[src/rtl/pipe_stage_buf.sv]
// ============================================================================
// Module   : pipe_stage_buf
// Brief    : Elastic ready/valid pipeline buffer (DEPTH-entry circular FIFO)
//            with synchronous flush and freeze. Optional debug sideband is
//            enabled by defining PIPE_BUF_DEBUG_EN.
// Revision : 1.0 - initial release
// ============================================================================
`default_nettype none

module pipe_stage_buf #(
    parameter int WIDTH = 32,
    parameter int DEPTH = 2,
    parameter int CNT_W = $clog2(DEPTH + 1)
`ifdef PIPE_BUF_DEBUG_EN
    ,
    parameter int DBG_WIDTH = 64
`endif
) (
    input  logic             ACLK,
    input  logic             ARESETn,
    input  logic             in_valid,
    output logic             in_ready,
    input  logic [WIDTH-1:0] in_data,
    output logic             out_valid,
    input  logic             out_ready,
    output logic [WIDTH-1:0] out_data,
    input  logic             stall,
    input  logic             flush,
`ifdef PIPE_BUF_DEBUG_EN
    input  logic [DBG_WIDTH-1:0] dbg_in,
    output logic [DBG_WIDTH-1:0] dbg_out,
`endif
    output logic [CNT_W-1:0] count
);

    // A single-entry buffer still needs a one-bit pointer to stay legal.
    localparam int               PTR_W  = (DEPTH > 1) ? $clog2(DEPTH) : 1;
    localparam logic [PTR_W-1:0] C_LAST = PTR_W'(DEPTH - 1);
    localparam logic [CNT_W-1:0] C_FULL = CNT_W'(DEPTH);

    logic [WIDTH-1:0] r_mem [DEPTH];
    logic [PTR_W-1:0] r_rd_ptr;
    logic [PTR_W-1:0] r_wr_ptr;
    logic [CNT_W-1:0] r_count;

    logic w_push;
    logic w_pop;

    // Handshake depends only on registered occupancy and stall.
    assign in_ready  = (r_count != C_FULL) & ~stall;
    assign out_valid = (r_count != '0) & ~stall;
    assign out_data  = r_mem[r_rd_ptr];
    assign count     = r_count;

    assign w_push = in_valid & in_ready;
    assign w_pop  = out_valid & out_ready;

    always_ff @(posedge ACLK or negedge ARESETn) begin
        if (!ARESETn) begin
            for (int i = 0; i < DEPTH; i++) begin
                r_mem[i] <= '0;
            end
            r_rd_ptr <= '0;
            r_wr_ptr <= '0;
            r_count  <= '0;
        end else if (flush) begin
            // Storage is deliberately left intact; only the bookkeeping clears.
            r_rd_ptr <= '0;
            r_wr_ptr <= '0;
            r_count  <= '0;
        end else begin
            if (w_push) begin
                r_mem[r_wr_ptr] <= in_data;
                r_wr_ptr        <= (r_wr_ptr == C_LAST) ? '0 : r_wr_ptr + 1'b1;
            end
            if (w_pop) begin
                r_rd_ptr <= (r_rd_ptr == C_LAST) ? '0 : r_rd_ptr + 1'b1;
            end
            case ({w_push, w_pop})
                2'b10:   r_count <= r_count + 1'b1;
                2'b01:   r_count <= r_count - 1'b1;
                default: r_count <= r_count;
            endcase
        end
    end

`ifdef PIPE_BUF_DEBUG_EN
    logic [DBG_WIDTH-1:0] r_dbg_mem [DEPTH];

    assign dbg_out = r_dbg_mem[r_rd_ptr];

    // Sideband rides in lockstep with the payload write pointer.
    always_ff @(posedge ACLK or negedge ARESETn) begin
        if (!ARESETn) begin
            for (int i = 0; i < DEPTH; i++) begin
                r_dbg_mem[i] <= '0;
            end
        end else if (!flush && w_push) begin
            r_dbg_mem[r_wr_ptr] <= dbg_in;
        end
    end
`endif

endmodule

`default_nettype wire

[config.mk]
export PLATFORM = sky130hd
export DESIGN_NAME = pipe_stage_buf
export DESIGN_NICKNAME = d
export VERILOG_FILES = /design/src/rtl/pipe_stage_buf.sv
export SDC_FILE = /design/constraint.sdc
export NUM_CORES = 1
export LEC_CHECK = 0
export BUFFER_PORTS_ARGS = -buffer_cell sky130_fd_sc_hd__buf_2
export CAP_MARGIN = 20
export CORE_ASPECT_RATIO = 2
export CORE_UTILIZATION = 53
export CTS_CLUSTER_SIZE = 16
export DETAILED_ROUTE_END_ITERATION = 16
export PLACE_DENSITY = 0.76
export SYNTH_ARGS = -nofsm -noshare
export SYNTH_HDL_FRONTEND = slang
export SYNTH_SLANG_ARGS = --single-unit
[constraint.sdc]
create_clock -name ACLK -period 2 [get_ports ACLK]
set_clock_uncertainty 0.1 [all_clocks]
set_input_delay 0.2 -clock ACLK [delete_from_list [all_inputs] [get_ports ACLK]]
set_output_delay 0.2 -clock ACLK [all_outputs]
set_load 0.005 [all_outputs]
== Yosys cells after proc, flatten, opt, wreduce, memory -nomap -nowiden ==
Cells that the tools add are included.

* Register bits: 68
* Bits in latches: 0
* RAM bits: 0
* Memory bits (read-only): 0
* Input bits: 38
* Word-level logic and storage cells: 43
* Memories: 0

* Add/sub/neg operators: 4
* Multipliers: 0
* Divide/modulo/power cells: 0
* Order comparisons: 3
* Equality and inequality tests: 3
* Shifts and indexed selects: 0
* Muxes and demuxes: 14
* Bitwise logic cells: 8
* Reductions and logical operators: 6

{| class="wikitable"
|+ Operators with widths
! cell !! count
|-
| $mux W32 || 4
|-
| $bwmux W64 || 1
|-
| $demux W32 S1 || 1
|-
| $mux W1 || 6
|-
| $reduce_bool A2 Y1 || 3
|-
| $and A1 B1 Y1 || 4
|-
| $ge A2 B2 Y1 const B || 2
|-
| $not A1 Y2 || 2
|-
| $pmux W2 S2 || 1
|-
| $reduce_bool A3 Y1 || 1
|-
| $add A1 B1 Y1 const B || 2
|-
| $add A2 B1 Y2 const B || 1
|-
| $eq A2 B1 Y1 const B || 1
|-
| $eq A2 B2 Y1 const B || 1
|-
| $lt A2 B1 Y1 const B || 1
|-
| $mux W2 || 1
|-
| $ne A2 B2 Y1 const B || 1
|-
| $not A1 Y1 || 2
|-
| $reduce_and A2 Y1 || 1
|-
| $sub A2 B1 Y2 const B || 1
|-
| $logic_and A1 B1 Y1 || 1
|}

== Longest topological paths before layout ==
* Depth in word-level cells: 6
* Mapped depth: 4
* Mapped depth without buffers: 3

== Least setup slack after synthesis ==
OpenSTA, ideal clock, no wires.

* Path type: register -> register
* Start: reg r_count[0], in the netlist count[0]
* End: reg r_mem[10] (netlist name)
* Setup time: 0.125 ns
* Arrival: 1.577 ns
* Setup slack: 0.198 ns
* Stages on the path, launching flop included: 5
* Cells stage by stage: dfrtp_1 > and2b_4 > nor4b_4 > buf_6 > mux2_2

* Cells in the longest elaborated chain, start to end: 4

{| class="wikitable"
|+ RTL lines
! what !! line !! text
|-
| from (decl) || 44 || <nowiki>logic [CNT_W-1:0] r_count;</nowiki>
|-
| from (signal assigned) || 80 || <nowiki>2'b10: r_count <= r_count + 1'b1;</nowiki>
|-
| from (signal assigned) || 81 || <nowiki>2'b01: r_count <= r_count - 1'b1;</nowiki>
|-
| from (signal assigned) || 82 || <nowiki>default: r_count <= r_count;</nowiki>
|-
| $ne A2 B2 Y1 || 50 || <nowiki>assign in_ready = (r_count != C_FULL) & ~stall;</nowiki>
|-
| $and A1 B1 Y1 || 50 ||
|-
| $and A1 B1 Y1 || 55 || <nowiki>assign w_push = in_valid & in_ready;</nowiki>
|-
| $reduce_and A2 Y1 (no source line) || - ||
|-
| to (signal, indexed assignment) || 73 || <nowiki>r_mem[r_wr_ptr] <= in_data;</nowiki>
|-
| to (decl) || 41 || <nowiki>logic [WIDTH-1:0] r_mem [DEPTH];</nowiki>
|}

Every way passes these cells.
A chain may end at the register's enable or synchronous reset.

== Final worst setup path ==
* Start: reg r_rd_ptr
* End: out out_data[6]

* Cells in the longest elaborated chain, start to end: 4

{| class="wikitable"
|+ RTL lines
! what !! line !! text
|-
| from (decl) || 42 || <nowiki>logic [PTR_W-1:0] r_rd_ptr;</nowiki>
|-
| from (signal assigned) || 77 || <nowiki>r_rd_ptr <= (r_rd_ptr == C_LAST) ? '0 : r_rd_ptr + 1'b1;</nowiki>
|-
| $not A1 Y2 (implied by the code) || 52 || <nowiki>assign out_data = r_mem[r_rd_ptr];</nowiki>
|-
| $mux W32 (implied by the code) (3 in series) || 52 ||
|-
| to (decl) || 26 || <nowiki>output logic [WIDTH-1:0] out_data,</nowiki>
|}

Every way passes these cells. The select of a mux whose other input is x is not followed.

==> parameters.txt <==
Parameter                              Value

Power
  Power density over the cells    984.8 nW/um^2
  Leakage power    0.001873 uW
  VDD IR-drop max    0.0008518 V

Global route
  Global-route wire length before repair    10.12 mm
  Maximum number of pins on one net before global-route repair    69
  Antenna violations before repair    0
  GR met1 Demand/Resource    0.2237
  Highest-utilization routing layer at the global route stage    met2
  GR met2 Demand/Resource    0.3993
  Number of global-route vias before repair    2270
  Met3 usage in global routing    0.06941
  GRT Resource Usage Total    0.2208
  Total overflow reported by the global router    0

CTS
  Maximum clock path buffer count    2
  Post-cts hold buffer count    30
  Clock transition at path regs    0.07 ns
  Post-CTS Setup Inserts    0
  Clock sink count    68
  Clk root buf    clkbuf_8
  Post-CTS sizing    0
  Inserted Clock Buffers    9
  CTS tree    yes
  Clock latency at the later pin of the worst-skew pair    0.34 ns
  Number of H-tree levels    3

STA
  Total count of hold-check failures in the final report    0
  Fin crit share    0.9585
  Max-slew headroom at the worst pin    0.7588
  Shortest period the worst path allows    1.917 ns
  Worst-margin pin slew    0.3618 ns
  Upper clock frequency limit    0.5216 GHz
  Setup repair after global routing missed its margin    no
  Total negative slack for setup checks    0 ns
  Final-report setup violation count    0
  Fin Hold WS    0.02338 ns
  Max-slew violations    0

Drt
  Routed wirelength normalized by instance count    15.73 microns
  Drt pass-1 iters    3
  Residual antenna-violating net count after detailed routing    0
  Drc violations    0
  DRC marker count from the first detailed-route iteration    29
  Total wire length    5.978 mm
  Average vias per placed instance    5.355
  Vias post-DR    2035

Yosys
  Synthesis-stage register bit count    68
  Synthesized instance count    203
  Count of different cell masters after synthesis    20
  Xor-xnor portion of the synthesized cell area    0
  Dominant combinational cell family by area after synthesis    multiplexers
  Adder-Cell Fraction of Synth Area    0
  Largest cells by area after synthesis    dfrtp_1, mux2_2, mux2_1, buf_6, o21ai_0
  Average size of a mapped cell    15.05 sq um
  Post-synth EDFFs    0
  Commonest cells in the netlist    mux2_2, dfrtp_1, mux2_1
  Synthesized-area fraction occupied by ao, oa, aoi and oai cells    0.02089
  Post-synthesis simple-gate area fraction    0.04097
  Main flop type after synthesis    dfrtp_1
  Count of synthesis-stage warnings from yosys    0
  Count leader, synth    mux2_2
  Synth top area share    0.5571
  Combined area of all synthesized cells    3054 sq um
  Mux share of post-synthesis cell area    0.3540
  Sequential element share of the synthesized area    0.5571
  Syn nets    241
  Post-synth ARST share    1.000
  Leading area contributor after synthesis    dfrtp_1

Job
  Max Cap Violations    0

Worst setup path
  Startpoint-to-endpoint class of the critical path    reg -> out
  Arrival time worst endpoint    1.62 ns
  Highest net fanout along the worst path    9
  Critical Path Source Type    register
  Nature of the critical path endpoint    output port
  Worst path required time    1.70 ns

Cells and area
  Final design utilization    0.7419
  Number of antenna repair diodes    0
  Layout cells sized above 1    0.5844
  Final nets    353
  Area grow syn2layout    32.81%
  Number of inserted filler cells in the final layout    385

Floorplanning
  Standard-cell rows    38
  Floorplan Core Area    5468 sq um
  Total die area    6088 sq um
  I/O pin total    74
  Width of the chip    55.68 microns
  Y dimension of the die    109.4 microns
  Starting density of the core    0.5586

Outcome
  Outcome    finished clean

Placed design
  Global placement routability congestion    0.7071
  Number of I/O port buffers    73
  Half-perimeter wire length after detailed placement    3.999 mm

Min path
  Worst hold path class    in -> reg
-- worst max-delay path, stage by stage (launching register included) --
cell and delay, ns:
dfrtp_1 0.55, buf_4 0.25, mux2_2 0.34, buf_2 0.13
-- layout make-up --
class	instances	area (sq um)	share of cell area
Timing Repair Buffer	112	763.2	0.1882
Sequential cell	68	1702	0.4195
Clock inverter	7	115.1	0.02838
Tap cell	60	75.07	0.01851
Clock buffer	9	123.9	0.03054
Inverter	2	7.507	0.001851
Multi-Input combinational cell	122	1270	0.3131
-- metrics by stage --
stage | cell area, sq um | power (uW) | setup slack [ns] | instances
4_1_cts | 4036 | 4038 | 0.05629 | 378
2_1_floorplan | 3054 | 2311 | 0.1982 | 203
3_5_place_dp | 3497 | 2648 | 0.1499 | 332
5_1_grt | 4056 | 4208 | 0.004585 | 380
3_3_place_gp | 3497 | 2605 | 0.1852 | 332
6_report | 4056 | 3995 | 0.08295 | 380
-- path summary, 6_finish.rpt --
check	slack, ns	end	cells past startpoint	start
min	0.02	r_mem[33]	2	in_data[1]
min reg2reg	0.39	r_mem[15]	1	r_mem[15]
max reg2reg	0.12	r_mem[1]	4	count[0]
max in group asynchronous	1.21	r_mem[34]	3	ARESETn
max	0.08	out_data[6]	3	r_rd_ptr
min in group asynchronous	0.30	r_mem[50]	3	ARESETn
-- kinds of logic (layout without fill, tap and decap cells) --
| family | Yosys count | count (layout) |
|---|---|---|
| AND/OR/NAND/NOR | 14 | 14 |
| buffers and inverters | 13 | 130 |
| AO/OA/AOI/OAI | 12 | 12 |
| flip-flops | 68 | 68 |
| multiplexers | 96 | 96 |
-- registers in the layout, indices dropped and copies added, names as in the netlist --
register / count
r_mem: 64
count: 2
r_rd_ptr: 1
r_wr_ptr: 1
-- per-layer routing --
layer,up-vias,wire [microns]
met5,-,0
met4,0,148
met3,13,257
met2,60,3245
met1,1004,2327
li1,958,-
-- cells in the final DEF, fill, tap and decap left out --
master	n
and2b_4	1
or2b_1	2
buf_4	5
buf_12	2
bufinv_16	3
nor3b_1	1
clkbuf_8	9
mux2_1	8
mux2_2	88
nor4b_4	1
nor4b_1	1
a21oi_1	4
nor2_1	2
dfrtp_1	68
o21ai_0	6
o21bai_1	1
clkinv_2	2
and2_1	2
dlygate4sd3_1	32
a31oi_1	1
inv_1	2
nor4_4	1
or3_1	3
buf_2	73
clkinvlp_4	2
-- report_power, final --
group	internal (uW)	leakage [uW]	total [uW]	switching (uW)
logic	535	0.000919	824	289
clock network	822	0.000115	1330	507
registers	1690	0.000839	1840	153
total	3050	0.00187	3990	948
Note: power is estimated with default switching activity, not from simulation.
